### config.mk
export PLATFORM = sky130hd
export DESIGN_NAME = accum_seq_ctrl
export DESIGN_NICKNAME = d
export VERILOG_FILES = /design/src/rtl/accum_seq_ctrl.sv
export SDC_FILE = /design/constraint.sdc
export NUM_CORES = 1
export LEC_CHECK = 0
export ABC_AREA = 1
export CAP_MARGIN = 20
export CORE_MARGIN = 3
export CORE_UTILIZATION = 45
export DETAILED_ROUTE_END_ITERATION = 10
export HOLD_SLACK_MARGIN = 0.05
export PLACE_DENSITY = 0.7
export SETUP_SLACK_MARGIN = 0.5
export SYNTH_ARGS = -nofsm -noshare
export SYNTH_HDL_FRONTEND = slang
export SYNTH_SLANG_ARGS = --single-unit
### constraint.sdc
create_clock -name clk -period 2.4 [get_ports clk]
set_input_delay 0.48 -clock clk [delete_from_list [all_inputs] [get_ports clk]]
set_output_delay 0.48 -clock clk [all_outputs]
set_load 0.05 [all_outputs]
### src/rtl/accum_seq_ctrl.sv
// Sequencing controller for the adder/accumulator datapath: clears/enables the counter,
// steers the output mux and streams the selected bytes over a valid/ready handshake.
module accum_seq_ctrl #(
   parameter int ITER_W = 8
) (
   input  logic              clk,
   input  logic              rst_n,
   input  logic              start,
   input  logic              cmd,
   input  logic              clr_first,
   input  logic [ITER_W-1:0] iter,
   input  logic              out_ready,
   output logic [1:0]        mux_sel,
   output logic              out_valid,
   output logic              out_last,
   output logic              counter_en,
   output logic              counter_clr,
   output logic              busy,
   output logic              done
);

   localparam logic [1:0] MUX_SEL_REGISTER_2_LSB = 2'd0;
   localparam logic [1:0] MUX_SEL_REGISTER_2_MSB = 2'd1;
   localparam logic [1:0] MUX_SEL_COUNTER_VALUE  = 2'd2;
   localparam logic [1:0] MUX_SEL_COUNTER_CARRY  = 2'd3;

   typedef enum logic [2:0] {
      IDLE       = 3'd0,
      CLEAR      = 3'd1,
      ACCUM      = 3'd2,
      SEND_LSB   = 3'd3,
      SEND_MSB   = 3'd4,
      SEND_VAL   = 3'd5,
      SEND_CARRY = 3'd6
   } state_t;

   state_t            state;
   state_t            next_state;
   logic [ITER_W-1:0] count;
   logic [ITER_W-1:0] next_count;
   logic              transfer;

   logic [1:0]        next_mux_sel;
   logic              next_out_valid;
   logic              next_out_last;
   logic              next_counter_en;
   logic              next_counter_clr;
   logic              next_busy;
   logic              next_done;

   assign transfer = out_valid & out_ready;

   // Next-state and next-output decode. Outputs are decoded from the next state so that
   // mux_sel is already settled in the same cycle out_valid rises.
   always_comb begin
      next_state       = state;
      next_count       = count;
      next_done        = 1'b0;
      next_mux_sel     = MUX_SEL_REGISTER_2_LSB;
      next_out_valid   = 1'b0;
      next_out_last    = 1'b0;
      next_counter_en  = 1'b0;
      next_counter_clr = 1'b0;
      next_busy        = 1'b0;

      case (state)
         IDLE: begin
            if (start) begin
               next_count = iter;
               if (!cmd)
                  next_state = SEND_LSB;
               else if (clr_first)
                  next_state = CLEAR;
               else if (iter != '0)
                  next_state = ACCUM;
               else
                  next_state = SEND_VAL;
            end
         end
         CLEAR: begin
            next_state = (count != '0) ? ACCUM : SEND_VAL;
         end
         ACCUM: begin
            // A zero count here is unreachable; treat it like the last cycle anyway.
            next_count = count - ITER_W'(1);
            if (count <= ITER_W'(1))
               next_state = SEND_VAL;
         end
         SEND_LSB: begin
            if (transfer)
               next_state = SEND_MSB;
         end
         SEND_MSB: begin
            if (transfer) begin
               next_state = IDLE;
               next_done  = 1'b1;
            end
         end
         SEND_VAL: begin
            if (transfer)
               next_state = SEND_CARRY;
         end
         SEND_CARRY: begin
            if (transfer) begin
               next_state = IDLE;
               next_done  = 1'b1;
            end
         end
         default: begin
            next_state = IDLE;
            next_count = '0;
         end
      endcase

      next_busy = (next_state != IDLE);
      case (next_state)
         CLEAR:      next_counter_clr = 1'b1;
         ACCUM:      next_counter_en  = 1'b1;
         SEND_LSB: begin
            next_mux_sel   = MUX_SEL_REGISTER_2_LSB;
            next_out_valid = 1'b1;
         end
         SEND_MSB: begin
            next_mux_sel   = MUX_SEL_REGISTER_2_MSB;
            next_out_valid = 1'b1;
            next_out_last  = 1'b1;
         end
         SEND_VAL: begin
            next_mux_sel   = MUX_SEL_COUNTER_VALUE;
            next_out_valid = 1'b1;
         end
         SEND_CARRY: begin
            next_mux_sel   = MUX_SEL_COUNTER_CARRY;
            next_out_valid = 1'b1;
            next_out_last  = 1'b1;
         end
         default: ;
      endcase
   end

   // State, iteration count and registered outputs; reset leaves the datapath counter untouched.
   always_ff @(posedge clk) begin
      if (!rst_n) begin
         state       <= IDLE;
         count       <= '0;
         mux_sel     <= MUX_SEL_REGISTER_2_LSB;
         out_valid   <= 1'b0;
         out_last    <= 1'b0;
         counter_en  <= 1'b0;
         counter_clr <= 1'b0;
         busy        <= 1'b0;
         done        <= 1'b0;
      end else begin
         state       <= next_state;
         count       <= next_count;
         mux_sel     <= next_mux_sel;
         out_valid   <= next_out_valid;
         out_last    <= next_out_last;
         counter_en  <= next_counter_en;
         counter_clr <= next_counter_clr;
         busy        <= next_busy;
         done        <= next_done;
      end
   end

endmodule

==> impl_metrics.yaml <==
status:
  status: "completed"
critical_path:
  rrSetupSlack_ns: 0.72
  timing.rr.start: "count[0]"
  critPathLaunch: "count[0]"
  r2r_end: "out_valid"
  cp-end-kind: "flop"
  startpoint_type: "flop"
  crit_required_ns: 2.60
  critPathMaxFanout: 5
  r2r_cells: 11
  critPathKind: "reg2reg"
  cp.arrival_ns: 1.88
power_and_ir_drop:
  switching_share_pct: 54.0
  power_frac_seq_pct: 23.1
  ir_drop_mv: 0.748
  power_frac_clock_pct: 8.8
  power.leakage_nw: 0.816
  p_switching_w: 0.00119
  power_density_nw_per_um2: 1490
  power_frac_comb_pct: 68.1
  internal_power_w: 0.00102
timing:
  final-hold-violation-count: 0
  finalClockSkew_ns: 0.0134
  max_slew_margin_pct: 66.5
  period_share_pct: 70.1
  period_needed_ns: 1.68
  grt_setup_unrepaired: "false"
  finalSetupTns_ns: 0
  worst_pin_slew_ns: 0.502
  setup_viol: 0
  finalMaxSlewViolations: 0
  max_freq_mhz: 595
  hold_slack_ns: 0.488
placement:
  port_buffers: 21
  dpl.cell_count: 240
  hpwlAfterDp_um: 2150
  gp_congestion: 0.828
  post_dp_cell_area_um2: 1450
floorplan:
  core_area_um2: 2520
  die_area_um2: 3370
  rows: 18
  fp.dieW_um: 58.0
  fp.dieH_um: 58.0
  io_pins: 22
  start_util_pct: 48.3
synth:
  ys.flop_type: "dfxtp_1"
  synthCells: 191
  avgSynthCellArea_um2: 6.37
  yosysUniqueCellTypes: 30
  ys_seq_elements: 18
  yosysTopAreaCell: "dfxtp_1"
  synthTopCellsByArea: "dfxtp_1, nand2_1, nor2_1"
  synth_nets: 210
  yosysSeqAreaShare_pct: 29.6
  synthArstFlopShare_pct: 0
  synth_area_um2: 1220
  yosysWarnings: 0
  synth_edf_count: 0
  synth_top_area_share_pct: 29.6
global_routing:
  grt_start_max_net_pins: 13
  grt_pass1_vias: 1105
  grt_pass1_wl_um: 4730
  overflow: 0
  grt.total_usage_pct: 18.2
  antenna_found_initial: 0
clocking:
  ctsHtreeMaxLevel: 1
  cts_buffers: 3
  cts_tree: "yes"
  cts.sinks: 18
  clockBufferDepth: 2
  clkLatencyLatePin_ns: 0.30
  cts-root-buf: "clkbuf_4"
  clk_pin_slew_ns: 0.12
layout:
  n_antenna_cell: 0
  nNetsFinal: 234
  area_growth_pct: 22.2
  final_cells: 244
  drive_gt1_share_pct: 12.6
  design_area_um2: 1490
flow_run:
  maxCapViolations: 0
worst_hold_path:
  hold_start: "count[4]"
  hold_path_end: "count[4]"
  whs_path_depth: 2
  hp-class: "reg2reg"
route:
  wire_per_inst_um: 11.1
  drc_errors: 0
  drt_iter0_drc: 57
  dr.pass1.iters: 4
  drt-total-wl_um: 2720
  num_vias: 1192
  postRouteAntennaNets: 0
  routed_via_density: 4.89
## flip-flops by register name (all words and copies together), names as in the netlist
register,cells
counter_en,1
out_valid,1
counter_clr,1
mux_sel,2
busy,1
state,3
count,8
done,1
## power groups by stage
stage               Sequential, W  Clock [W]  Combinational [W]
finish                   0.000511   0.000194            0.00151
floorplan                0.000641          0            0.00107
global placement         0.000514          0            0.00150
global route             0.000529   0.000210            0.00170
CTS                      0.000511   0.000198            0.00151
detailed placement       0.000519          0            0.00153
## layout by cell type, fill, tap and decap left out, types with 4 or more instances in the layout
master / Yosys / final
nand3_1: 12 / 12
nand2_1: 53 / 53
inv_1: 21 / 21
clkdlybuf4s50_1: 0 / 13
ha_1: 5 / 5
nor2_1: 30 / 30
inv_2: 9 / 9
o21ai_0: 4 / 4
a21oi_1: 9 / 9
dlygate4sd2_1: 0 / 6
dfxtp_1: 18 / 18
## worst max-delay path by stage
stage	end	slack, ns	depth (start not counted)
after floorplan	counter_clr	0.86	7
after global placement	mux_sel[1]	0.56	12
after detailed placement	out_valid	0.55	10
after CTS	counter_en	0.50	1
after global routing	out_valid	0.52	12
final	out_valid	0.72	11
## per-stage QoR
stage / power (W) / utilization (%) / worst slack, ns
final: 0.00221 / 59.0 / 0.718
after global routing: 0.00244 / 59.0 / 0.520
after CTS: 0.00222 / 58.8 / 0.504
after global placement: 0.00202 / 57.6 / 0.560
after detailed placement: 0.00205 / 57.6 / 0.552
after floorplan: 0.00171 / - / 0.863
## area by class of cell
type                            count  area (um^2)
Multi-Input combinational cell    139          723
Inverter                           32          123
Sequential cell                    18          360
Tap cell                           30         37.5
Clock buffer                        4         36.3
Timing Repair Buffer               21          208
Fill cell                         247         1030
## Yosys cell counts (2+ instances only)
| cell type | number |
|---|---|
| dfxtp_1 | 18 |
| nand2_2 | 3 |
| xor2_1 | 2 |
| inv_2 | 9 |
| nand3_1 | 12 |
| nor2_2 | 2 |
| ha_1 | 5 |
| inv_1 | 21 |
| nand4_1 | 2 |
| o22ai_1 | 3 |
| nand2_1 | 53 |
| a22oi_1 | 2 |
| nor2_1 | 30 |
| nor2_4 | 2 |
| o21ai_0 | 4 |
| a21oi_1 | 9 |
## cells by family after synthesis
logic type	synth area share (%)
simple gates	43.6
buf+inv	11.0
compound gates	8.53
flops	29.6
fa+ha+maj	5.14
xor+xnor	2.16
## critical path, stage by stage, from the launching register on
cell and delay [ns]:
dfxtp_1 0.37, inv_1 0.09, ha_1 0.21, nor2_1 0.06, nor2_1 0.22, nand2_1 0.08
nand2_1 0.09, nand2_1 0.05, nor2_1 0.08, nand2_1 0.11, a21oi_1 0.14, nor2_1 0.06
## layer usage
metal	part of all wire (%)	vias to the layer above	routed length [um]	track usage, %
li1	-	644	-	-
met1	51	525	1400	25.0
met2	44	18	1200	29.0
met3	3.2	5	88	2.67
met4	1.4	0	38	5.96
met5	0	-	0	0
## timing repair
| action | 4_1_cts | 5_1_grt |
|---|---|---|
| gates cloned | 0 | 0 |
| setup buffers | 0 | 0 |
| hold buffers | 0 | 0 |
| resized for setup | 6 | 2 |
| setup endpoints to repair | 6 | 2 |
Power figures use the tool's default switching activity.
